===== src/rtl/cpu_pkg.sv =====
// Shared types for the TD4 4-bit core: opcode encoding and datapath select codes.
package cpu_pkg;

  typedef enum logic [3:0] {
    OP_ADD_A  = 4'b0000,
    OP_MOV_AB = 4'b0001,
    OP_IN_A   = 4'b0010,
    OP_MOV_A  = 4'b0011,
    OP_MOV_BA = 4'b0100,
    OP_ADD_B  = 4'b0101,
    OP_IN_B   = 4'b0110,
    OP_MOV_B  = 4'b0111,
    OP_OUT_B  = 4'b1001,
    OP_OUT_IM = 4'b1011,
    OP_JNC    = 4'b1110,
    OP_JMP    = 4'b1111
  } opcode_t;

  typedef enum logic [1:0] {SRC_A, SRC_B, SRC_IN, SRC_ZERO} src_sel_t;

  typedef enum logic [2:0] {DST_A, DST_B, DST_OUT, DST_PC, DST_NONE} dst_sel_t;

endpackage


===== src/rtl/td4_decoder.sv =====
// Combinational instruction decode: picks adder source, destination and jump outcome.
module td4_decoder
  import cpu_pkg::*;
(
  input  logic [3:0] opcode,
  input  logic       c,
  output src_sel_t   src_sel,
  output dst_sel_t   dst_sel,
  output logic       imm_zero,
  output logic       jump_taken
);

  // Unlisted opcodes fall through as NOP: 0 + 0 keeps the carry clear.
  always_comb begin
    src_sel    = SRC_ZERO;
    dst_sel    = DST_NONE;
    imm_zero   = 1'b1;
    jump_taken = 1'b0;
    case (opcode)
      OP_ADD_A:  begin src_sel = SRC_A;    dst_sel = DST_A;   imm_zero = 1'b0; end
      OP_ADD_B:  begin src_sel = SRC_B;    dst_sel = DST_B;   imm_zero = 1'b0; end
      OP_MOV_A:  begin src_sel = SRC_ZERO; dst_sel = DST_A;   imm_zero = 1'b0; end
      OP_MOV_B:  begin src_sel = SRC_ZERO; dst_sel = DST_B;   imm_zero = 1'b0; end
      OP_MOV_AB: begin src_sel = SRC_B;    dst_sel = DST_A;   end
      OP_MOV_BA: begin src_sel = SRC_A;    dst_sel = DST_B;   end
      OP_IN_A:   begin src_sel = SRC_IN;   dst_sel = DST_A;   end
      OP_IN_B:   begin src_sel = SRC_IN;   dst_sel = DST_B;   end
      OP_OUT_B:  begin src_sel = SRC_B;    dst_sel = DST_OUT; end
      OP_OUT_IM: begin src_sel = SRC_ZERO; dst_sel = DST_OUT; imm_zero = 1'b0; end
      OP_JMP: begin
        src_sel    = SRC_ZERO;
        dst_sel    = DST_PC;
        imm_zero   = 1'b0;
        jump_taken = 1'b1;
      end
      OP_JNC: begin
        src_sel    = SRC_ZERO;
        dst_sel    = DST_PC;
        imm_zero   = 1'b0;
        jump_taken = ~c;
      end
      default: ;
    endcase
  end

endmodule


===== src/rtl/td4_core.sv =====
// Single-cycle TD4 execution core: PC, A, B, carry and output port around one 4-bit adder.
module td4_core
  import cpu_pkg::*;
(
  input  logic       clk,
  input  logic       rst_n,
  input  logic       en,
  output logic [3:0] rom_addr,
  input  logic [7:0] rom_data,
  input  logic [3:0] in_port,
  output logic [3:0] out_port,
  output logic [3:0] reg_a,
  output logic [3:0] reg_b,
  output logic       carry
);

  logic [3:0] pc, a, b, outr;
  logic       c;
  src_sel_t   src_sel;
  dst_sel_t   dst_sel;
  logic       imm_zero, jump_taken;
  logic [3:0] src, imm;
  logic [4:0] sum;

  td4_decoder u_dec (
    .opcode     (rom_data[7:4]),
    .c          (c),
    .src_sel    (src_sel),
    .dst_sel    (dst_sel),
    .imm_zero   (imm_zero),
    .jump_taken (jump_taken)
  );

  always_comb begin
    src = 4'd0;
    case (src_sel)
      SRC_A:   src = a;
      SRC_B:   src = b;
      SRC_IN:  src = in_port;
      default: src = 4'd0;
    endcase
  end

  assign imm = imm_zero ? 4'd0 : rom_data[3:0];
  assign sum = {1'b0, src} + {1'b0, imm};

  // Jumps route Im through the adder with a zero source, so sum[3:0] is the target.
  always_ff @(posedge clk or negedge rst_n) begin
    if (!rst_n) begin
      pc   <= 4'd0;
      a    <= 4'd0;
      b    <= 4'd0;
      outr <= 4'd0;
      c    <= 1'b0;
    end else if (en) begin
      c  <= sum[4];
      pc <= jump_taken ? sum[3:0] : pc + 4'd1;
      case (dst_sel)
        DST_A:   a    <= sum[3:0];
        DST_B:   b    <= sum[3:0];
        DST_OUT: outr <= sum[3:0];
        default: ;
      endcase
    end
  end

  assign rom_addr = pc;
  assign out_port = outr;
  assign reg_a    = a;
  assign reg_b    = b;
  assign carry    = c;

endmodule


===== config.mk =====
export PLATFORM = sky130hd
export DESIGN_NAME = td4_core
export DESIGN_NICKNAME = d
export VERILOG_FILES = /design/src/rtl/cpu_pkg.sv /design/src/rtl/td4_decoder.sv /design/src/rtl/td4_core.sv
export SDC_FILE = /design/constraint.sdc
export NUM_CORES = 1
export LEC_CHECK = 0
export CORE_MARGIN = 3
export CORE_UTILIZATION = 49
export CTS_CLUSTER_DIAMETER = 80
export CTS_CLUSTER_SIZE = 8
export DETAILED_ROUTE_END_ITERATION = 10
export PLACE_DENSITY = 0.85
export SLEW_MARGIN = 40
export SYNTH_ARGS = -nofsm -noshare
export SYNTH_HDL_FRONTEND = slang
export SYNTH_SLANG_ARGS = --single-unit
export TNS_END_PERCENT = 10

===== constraint.sdc =====
create_clock -name clk -period 2.8 [get_ports clk]
set_input_delay 0.56 -clock clk [delete_from_list [all_inputs] [get_ports clk]]
set_output_delay 0.56 -clock clk [all_outputs]
set_load 0.01 [all_outputs]

=== Word level (Yosys, flattened, before mapping) ===
Cells that the tools add are included.

* Add/sub/neg operators: 2
* Eq/ne operators: 15
* Multiplexer cells: 6
* Bitwise gates (word level): 1
* Reduce and logical (&&, ||, !) cells: 14

{| class="wikitable"
|+ Operator list
! operator !! count
|-
| 4-bit by 3-bit == test with 1-bit output (second input constant) || 4
|-
| 4-bit == test (second input constant) || 4
|-
| 3-bit case mux with 4 select lines || 1
|-
| 4-bit case mux with 3 select lines || 1
|-
| 4-bit by 2-bit == test with 1-bit output (second input constant) || 2
|-
| 4-bit 2-to-1 mux || 2
|-
| 2-bit OR reduction || 4
|-
| 4-bit OR reduction || 2
|-
| 7-bit OR reduction || 1
|-
| 2-bit case mux with 3 select lines || 1
|-
| 2-bit AND reduction || 3
|-
| 4-bit by 4-bit adder with 5-bit output || 1
|-
| 4-bit by 1-bit adder with 4-bit output (second input constant) || 1
|-
| 4-bit by 1-bit == test with 1-bit output (second input constant) || 1
|-
| 4-bit logical NOT || 1
|-
| 3-bit by 1-bit == test with 1-bit output (second input constant) || 1
|-
| 3-bit by 2-bit == test with 1-bit output (second input constant) || 1
|-
| 3-bit logical NOT || 1
|-
| 3-bit OR reduction || 1
|-
| 2-bit by 1-bit == test with 1-bit output (second input constant) || 1
|-
| 2-bit == test (second input constant) || 1
|-
| 2-bit logical NOT || 1
|-
| 1-bit case mux with 2 select lines || 1
|-
| 1-bit NOT || 1
|}

* Register bits: 17
* Bits of input ports: 15
* Output and inout port bits: 17
* Logic and storage cells: 43

=== Longest topological paths before layout ===
Gate-level depths: netlist (run 1).

* Word-level depth: 7
* Mapped depth: 9

=== Hierarchy ===
From an unflattened synthesis (run 1), not the netlist that was laid out.

* Cells, all modules: 112
* Area, all modules: 1,077.3 µm²

{| class="wikitable"
|+ By module, submodules not included
! module !! times used !! cells each !! area each (µm²) !! sequential area each (µm²)
|-
| td4_core || 1 || 97 || 979.7 || 425.4
|-
| td4_decoder || 1 || 15 || 97.6 || 0.0
|}

=== Worst setup path before layout (run 1) ===
No wires, ideal clock.

* Kind: input -> register
* From: in rom_data[7]
* To: reg pc[2], in the netlist rom_addr[2]
* Setup time: 0.121 ns
* Arrival: 2.326 ns
* Data required time: 2.679 ns
* Setup slack: 0.353 ns
* Stages: 9
* Path buffers: 0
* Path through: or2_2 o22ai_1 a21oi_1 and2_1 ha_1 fa_1 xnor2_1 mux2i_1 a22o_1

* Cells in the longest elaborated chain, start to end: 7

{| class="wikitable"
|+ RTL lines
! item !! line !! RTL
|-
| from (decl) || td4_core.sv:9 || <nowiki>input logic [7:0] rom_data,</nowiki>
|-
| 4-bit by 1-bit == test with 1-bit output (tied with other cells) || td4_decoder.sv:19 || <nowiki>case (opcode)</nowiki>
|-
| 3-bit OR reduction (no line) / 2-bit OR reduction (equally long branches) || n/a ||
|-
| 2-bit case mux with 3 select lines || td4_decoder.sv:19 ||
|-
| 2-bit == test (tied with other cells) || td4_core.sv:36 || <nowiki>case (src_sel)</nowiki>
|-
| 4-bit case mux with 3 select lines || td4_core.sv:36 ||
|-
| 4-bit by 4-bit adder with 5-bit output || td4_core.sv:45 || <nowiki>assign sum = {1'b0, src} + {1'b0, imm};</nowiki>
|-
| 4-bit 2-to-1 mux * || td4_core.sv:57 || <nowiki>pc <= jump_taken ? sum[3:0] : pc + 4'd1;</nowiki>
|-
| to (signal assigned) || td4_core.sv:57 ||
|-
| to (decl) || td4_core.sv:17 || <nowiki>logic [3:0] pc, a, b, outr;</nowiki>
|}

Mark *: on every way between the ends. The rest lies on a longest branch, timed or not.
A chain may end at the register's enable or synchronous reset.

=== Worst setup path in the final report (run 1) ===
* From: in rom_data[4]
* To: reg outr[3], in the netlist out_port[3]

* Cells in the longest elaborated chain, start to end: 6

{| class="wikitable"
|+ RTL lines
! item !! line !! RTL
|-
| 4-bit by 1-bit == test with 1-bit output (tied with other cells) || td4_decoder.sv:19 ||
|-
| 3-bit OR reduction (no line) / 2-bit OR reduction (equally long branches) || n/a ||
|-
| 2-bit case mux with 3 select lines || td4_decoder.sv:19 ||
|-
| 2-bit == test (tied with other cells) || td4_core.sv:36 ||
|-
| 4-bit case mux with 3 select lines || td4_core.sv:36 ||
|-
| 4-bit by 4-bit adder with 5-bit output || td4_core.sv:45 ||
|-
| to (signal assigned) || td4_core.sv:61 || <nowiki>DST_OUT: outr <= sum[3:0];</nowiki>
|-
| to (decl) || td4_core.sv:17 ||
|}

Parallel ways exist; a longest one is shown, timed or not.

==> results of run 1 <==
cells in the final DEF (no fill, tap or decap), drive strengths merged:
| cell | n |
|---|---|
| a211oi | 1 |
| dfrtp | 17 |
| nand3 | 2 |
| nor2b | 2 |
| inv | 3 |
| fa | 1 |
| nor2 | 3 |
| nand4b | 1 |
| clkinvlp | 1 |
| and2 | 4 |
| mux2i | 6 |
| or3b | 1 |
| mux2 | 7 |
| xor2 | 2 |
| o22ai | 1 |
| buf | 12 |
| nand2b | 1 |
| clkbuf | 3 |
| a311o | 2 |
| a22o | 1 |
| or2 | 1 |
| a21oi | 8 |
| ha | 5 |
| xnor2 | 2 |
| clkdlybuf4s50 | 31 |
| nand2 | 9 |
| o21ai | 9 |
| nand3b | 1 |
| nor3b | 2 |
| a21o | 2 |
worst min-delay path by stage:
stage / start / end / slack [ps] / cells after the start
after floorplan: rst_n / carry / 260 / 0
after global placement: out_port[3] / out_port[3] / 470 / 2
after detailed placement: out_port[2] / out_port[2] / 480 / 2
after CTS: out_port[2] / out_port[2] / 500 / 2
after global routing: out_port[3] / out_port[3] / 540 / 2
final: out_port[2] / out_port[2] / 500 / 2
power by group through the flow:
| stage | Combinational (mW) | Clock, mW | Sequential (mW) |
|---|---|---|---|
| 5_1_grt | 0.493 | 0.157 | 0.398 |
| 3_3_place_gp | 0.434 | 0 | 0.386 |
| 3_5_place_dp | 0.453 | 0 | 0.389 |
| 6_report | 0.456 | 0.148 | 0.384 |
| 4_1_cts | 0.456 | 0.150 | 0.384 |
| 2_1_floorplan | 0.164 | 0 | 0.417 |
logic make-up after synthesis:
kind of cell    Yosys count  share of synthesized area (%)
compound gates           24                           15.6
mux                      13                           13.7
flops                    17                           42.0
simple gates             27                           14.8
fa+ha+maj                 6                           8.16
xor+xnor                  4                           3.46
buf+inv                   5                           2.22
worst max-delay path: stages:
cell and delay [ps]:
clkdlybuf4s50_1 460, or2_2 320, o22ai_1 180, a21oi_2 80, and2_1 200, ha_1 280
a21o_1 170, a21oi_2 180, buf_4 140, xor2_1 230, o21ai_0 120
flip-flops by register name (all words and copies together), names as in the netlist:
register	cells
rom_addr	4
carry	1
out_port	4
reg_b	4
reg_a	4
final cells by class:
type | count | area, µm²
Clock buffer | 3 | 22.5
Clock inverter | 1 | 7.51
Fill cell | 138 | 365
Inverter | 3 | 11.3
Multi-Input combinational cell | 74 | 576
Sequential cell | 17 | 425
Tap cell | 25 | 31.3
Timing Repair Buffer | 43 | 400
stage by stage:
| stage | instance area (µm²) | setup slack (ps) | power, mW | setup TNS (ps) | hold WS, ps |
|---|---|---|---|---|---|
| after detailed placement | 1430 | -202 | 0.841 | -1660 | 478 |
| after CTS | 1460 | 101 | 0.990 | 0 | 504 |
| after global placement | 1430 | -142 | 0.820 | -929 | 467 |
| after floorplan | 1010 | 353 | 0.582 | 0 | 264 |
| after global routing | 1470 | -9.70 | 1.05 | -14.0 | 542 |
| final | 1470 | 93.5 | 0.988 | 0 | 501 |
routing by layer:
layer  GRT usage [%]  vias to the layer above  share of wire [%]
li1                -                      431                  -
met1            27.7                      458                 43
met2            39.2                       30                 49
met3            5.25                        6                5.9
met4            11.8                        0                2.3
met5               0                        -                  0
what timing repair did:
item / CTS / global route
endpoints found under the setup margin: 0 / 6
setup buffers: 0 / 0
gates resized for setup: 0 / 2
synth_stat cells:
| cell type | count | area, µm² |
|---|---|---|
| ha_1 | 5 | 62.6 |
| o21ai_0 | 9 | 45.0 |
| o22ai_1 | 1 | 6.26 |
| a22o_1 | 1 | 8.76 |
| a21oi_4 | 1 | 16.3 |
| and2_1 | 4 | 25.0 |
| nand4b_1 | 1 | 8.76 |
| nand2b_1 | 1 | 6.26 |
| or3b_2 | 1 | 8.76 |
| xnor2_1 | 2 | 17.5 |
| a21o_1 | 2 | 15.0 |
| inv_1 | 3 | 11.3 |
| mux2i_1 | 6 | 60.1 |
| nand3b_1 | 1 | 7.51 |
| dfrtp_1 | 17 | 425 |
| a211oi_1 | 1 | 7.51 |
| mux2_2 | 7 | 78.8 |
| nor2_1 | 3 | 11.3 |
| xor2_1 | 2 | 17.5 |
| buf_4 | 1 | 7.51 |
| nand3_1 | 2 | 10.0 |
| clkbuf_1 | 1 | 3.75 |
| a311o_1 | 2 | 20.0 |
| nor3b_1 | 1 | 7.51 |
| nor3b_2 | 1 | 12.5 |
| a21oi_1 | 6 | 30.0 |
| nand2_1 | 9 | 33.8 |
| a21oi_2 | 1 | 8.76 |
| or2_2 | 1 | 6.26 |
| fa_1 | 1 | 20.0 |
| nor2b_1 | 2 | 12.5 |
==> flow_metrics.py, run 1 <==
metrics = {
    "status": {
        "outcome": "finished clean",
    },
    "grt": {
        "track_usage_pct": 23.3,
        "overflow": 0,
        "grt_pass1_wl_um": 4440,
        "grt_pass1_vias": 955,
        "grt_max_degree": 18,
        "antenna_found_initial": 0,
    },
    "placed_design": {
        "dp_cells": 162,
        "post-dp-hpwl_um": 2060,
        "portBuffers": 31,
        "gp_congestion": 0.868,
    },
    "pwr": {
        "p_int_mw": 0.645,
        "powerDensity_nw_per_um2": 670,
        "p_switching_mw": 0.344,
        "p_leak_nw": 0.658,
        "power_switching_share_pct": 34.8,
        "p_comb_share_pct": 46.2,
        "seqPwrFrac_pct": 38.9,
        "peakVddDrop_v": 0.000640,
        "pwr-share-clk_pct": 15.0,
    },
    "critical_path": {
        "reg2reg_depth": 7,
        "crit_required_ps": 3000,
        "crit_start": "rom_data[4]",
        "cp_max_fo": 4,
        "crit_arrival_ps": 2900,
        "critPathCaptureType": "flip-flop",
        "r2r_setup_slack_ps": 880,
        "setup.worst_path.class": "in -> reg",
        "reg2reg_to": "rom_addr[2]",
        "crit_end": "out_port[3]",
        "r2r_start": "reg_a[0]",
        "worstSetupStartpointType": "input pin",
    },
    "timing": {
        "worstMarginPinSlew_ps": 786,
        "finalMaxSlewViolations": 0,
        "relSlewSlack_pct": 47.5,
        "fin_crit_ps": 2710,
        "fmax_ghz": 0.369,
        "finalHoldViolCount": 0,
        "fin_skew_ps": 5.59,
        "fin_crit_sh_pct": 96.7,
        "setup_violations": 0,
    },
    "floorplanning": {
        "ios": 32,
        "fp.dieW_um": 51.5,
        "core-area_um2": 1840,
        "row_count": 15,
        "die_h_um": 51.5,
        "start_util_pct": 55.0,
        "dieArea_um2": 2650,
    },
    "logic_synthesis": {
        "ys_warn_count": 0,
        "yosysSeqAreaShare_pct": 42.0,
        "syn_nets": 117,
        "syn-instance-count": 96,
        "netlist-cell-type-count": 31,
        "syn_avg_cell_area_um2": 10.5,
        "synth_area_um2": 1010,
        "ys_ff_latch": 17,
    },
    "cells_and_area": {
        "areaGrowthSynthToFinish_pct": 45.6,
        "drive_gt1_share_pct": 21.3,
        "num_antenna_cells": 0,
        "fin_cells": 166,
        "fin_util_pct": 80.1,
        "fin_nets": 163,
    },
    "flow_run": {
        "maxCapViolCount": 0,
    },
    "clock_network": {
        "clk_latency_ps": 310,
        "clkTransAtPathRegs_ps": 110,
        "numCtsBuffers": 3,
        "cts_tree": "yes",
        "hold_buffers": 0,
        "cts_buffer_depth": 2,
        "htree_levels": 1,
        "cts_sinks": 17,
        "cts_root_buf": "clkbuf_4",
    },
    "drt": {
        "routed_via_density": 5.57,
        "wl_per_cell_um": 15.9,
        "drc": 0,
        "drtAntennaViolNets": 0,
        "wl_um": 2640,
        "vias": 925,
        "drtIter0Drc": 12,
        "first_pass_iters": 4,
    },
    "min_path": {
        "hold_class": "reg -> reg",
    },
}
(Power assumes the default switching activity.)
==> inputs of run 2 (changes only) <==
CORE_ASPECT_RATIO = 1.25   (was default)
==> run 2 against run 1 <==
Against the previous run: worst hold slack got worse by 340 ps; clock power shrank 7%; highest routed layer unchanged; sequential power increased by 1%; cell count is 2.4% lower; register-to-register slack worse by 80 ps.
==> flow_metrics.py, run 2 (synthesized netlist as in run 1, its figures left out) <==
metrics = {
    "grt": {
        "grt_use_met2_pct": 39.8,
        "overflow": 0,
        "grt_max_degree": 18,
        "antenna_found_initial": 0,
        "grt-busiest-layer": "met2",
        "met3_usage_pct": 2.88,
        "grt_pass1_vias": 980,
        "grt_pass1_wl_um": 4630,
        "met1_usage_pct": 31.9,
        "track_usage_pct": 24.2,
    },
    "pwr": {
        "peakVddDrop_v": 0.000479,
        "powerDensity_nw_per_um2": 667,
        "p_leak_nw": 0.672,
        "finalPower_mw": 0.983,
    },
    "critical_path": {
        "setup.worst_path.class": "in -> reg",
        "critPathCaptureType": "flip-flop",
        "cp_max_fo": 4,
        "max_stage_delay_ps": 440,
        "path_cells": "clkdlybuf4s50_1 > or2_2 > o22ai_1 > a21oi_2 > and2_1 > ha_1 > fa_1 > xnor2_2 > mux2i_1 > a22o_1",
        "worstSetupStartpointType": "input pin",
        "crit_required_ps": 3000,
        "crit_arrival_ps": 2900,
        "crit_slowest_cell": "clkdlybuf4s50_1",
    },
    "clock_network": {
        "cts_root_buf": "clkbuf_4",
        "postCtsSetupRepairBufs": 0,
        "clk_latency_ps": 300,
        "cts_buffer_depth": 2,
        "numCtsBuffers": 3,
        "cts_sinks": 17,
        "cts_tree": "yes",
        "clkTransAtPathRegs_ps": 110,
        "htree_levels": 1,
    },
    "timing": {
        "rsz0062_at_grt": "true",
        "fin_skew_ps": 4.37,
        "finalHoldViolCount": 0,
        "setup_violations": 0,
        "fin_crit_ps": 2700,
        "fin_crit_sh_pct": 96.3,
        "fmax_ghz": 0.371,
        "finalMaxSlewViolations": 0,
        "hold_slack_ps": 161,
        "relSlewSlack_pct": 68.7,
        "setup-tns-final_ps": 0,
        "worstMarginPinSlew_ps": 468,
    },
    "cells_and_area": {
        "final-seq-area_um2": 425,
        "areaGrowthSynthToFinish_pct": 45.6,
        "num_antenna_cells": 0,
        "final_cell_mix": "clkdlybuf4s50_1 (30), dfrtp_1 (17), buf_4 (14)",
        "fin_util_pct": 79.6,
        "fin_nets": 165,
        "drive_gt1_share_pct": 23.1,
        "fin_cells": 162,
        "num-fill-cells": 135,
        "multi_input_area_um2": 576,
        "mostFrequentLayoutCell": "clkdlybuf4s50_1",
    },
    "drt": {
        "drc": 0,
        "wl_per_cell_um": 16.5,
        "drtAntennaViolNets": 0,
        "routed_via_density": 5.58,
        "wl_um": 2680,
        "vias": 904,
        "first_pass_iters": 5,
        "drtIter0Drc": 19,
    },
    "floorplanning": {
        "ios": 32,
        "start_util_pct": 54.7,
        "row_count": 17,
        "fp.dieW_um": 46.7,
        "core-area_um2": 1850,
        "dieArea_um2": 2650,
        "die_h_um": 56.8,
    },
    "placed_design": {
        "gp_congestion": 0.872,
        "dp_cells": 158,
        "post-dp-hpwl_um": 2100,
        "portBuffers": 31,
    },
    "status": {
        "outcome": "finished clean",
    },
    "min_path": {
        "hold_class": "in -> async",
    },
    "flow_run": {
        "maxCapViolCount": 0,
    },
}
[run 2: worst paths after layout]
| path | from | to | slack, ps | cells after the start |
|---|---|---|---|---|
| worst max register to register | reg_a[1] | rom_addr[2] | 800 | 7 |
| worst min-delay path | rst_n | reg_b[3] | 160 | 1 |
| worst max-delay path | rom_data[4] | rom_addr[2] | 100 | 10 |
| max in group asynchronous | rst_n | reg_b[0] | 2360 | 1 |
| min in group clk | out_port[2] | out_port[2] | 500 | 2 |
| worst min register to register | out_port[2] | out_port[2] | 500 | 2 |
[run 2: stage by stage]
step	setup WS, ps	cell area [µm²]
final	103	1470
after global routing	-9.39	1470
after CTS	81.5	1470
after detailed placement	-244	1440
after global placement	-211	1440
after floorplan	353	1010
[run 2: cell type report]
class / count / area share, %
multi-input cells: 74 / 39.0
flip-flops and latches: 17 / 28.9
repair buffers: 45 / 27.8
well taps: 19 / 1.61
clock buffers: 3 / 1.53
inverters: 3 / 0.764
clock inverters: 1 / 0.340
[run 2: power breakdown]
part | internal, mW | total (mW) | switching [mW]
Sequential | 0.323 | 0.388 | 0.0657
Combinational | 0.271 | 0.457 | 0.186
Clock | 0.0534 | 0.138 | 0.0849
Total | 0.647 | 0.983 | 0.336
[run 2: timing repair]
| action | CTS | global route |
|---|---|---|
| hold buffers | 0 | 0 |
| resized for setup | 0 | 2 |
| setup endpoints to repair | 0 | 3 |
[run 2: worst max-delay path, delay by kind of cell]
family	cells	cell delay, ps
AOI/OAI and AO/OA	3	430
and+or+nand+nor	2	480
adders and majority gates	2	640
buffers and inverters	1	440
muxes	1	110
xor gates and xnor gates	1	230
[run 2: metal layers]
layer / vias to the layer above / part of all wire [%] / wire [µm]
met5: - / 0 / 0
met4: 0 / 1.6 / 43
met3: 5 / 5.3 / 143
met2: 35 / 50 / 1350
met1: 424 / 43 / 1150
li1: 440 / - / -
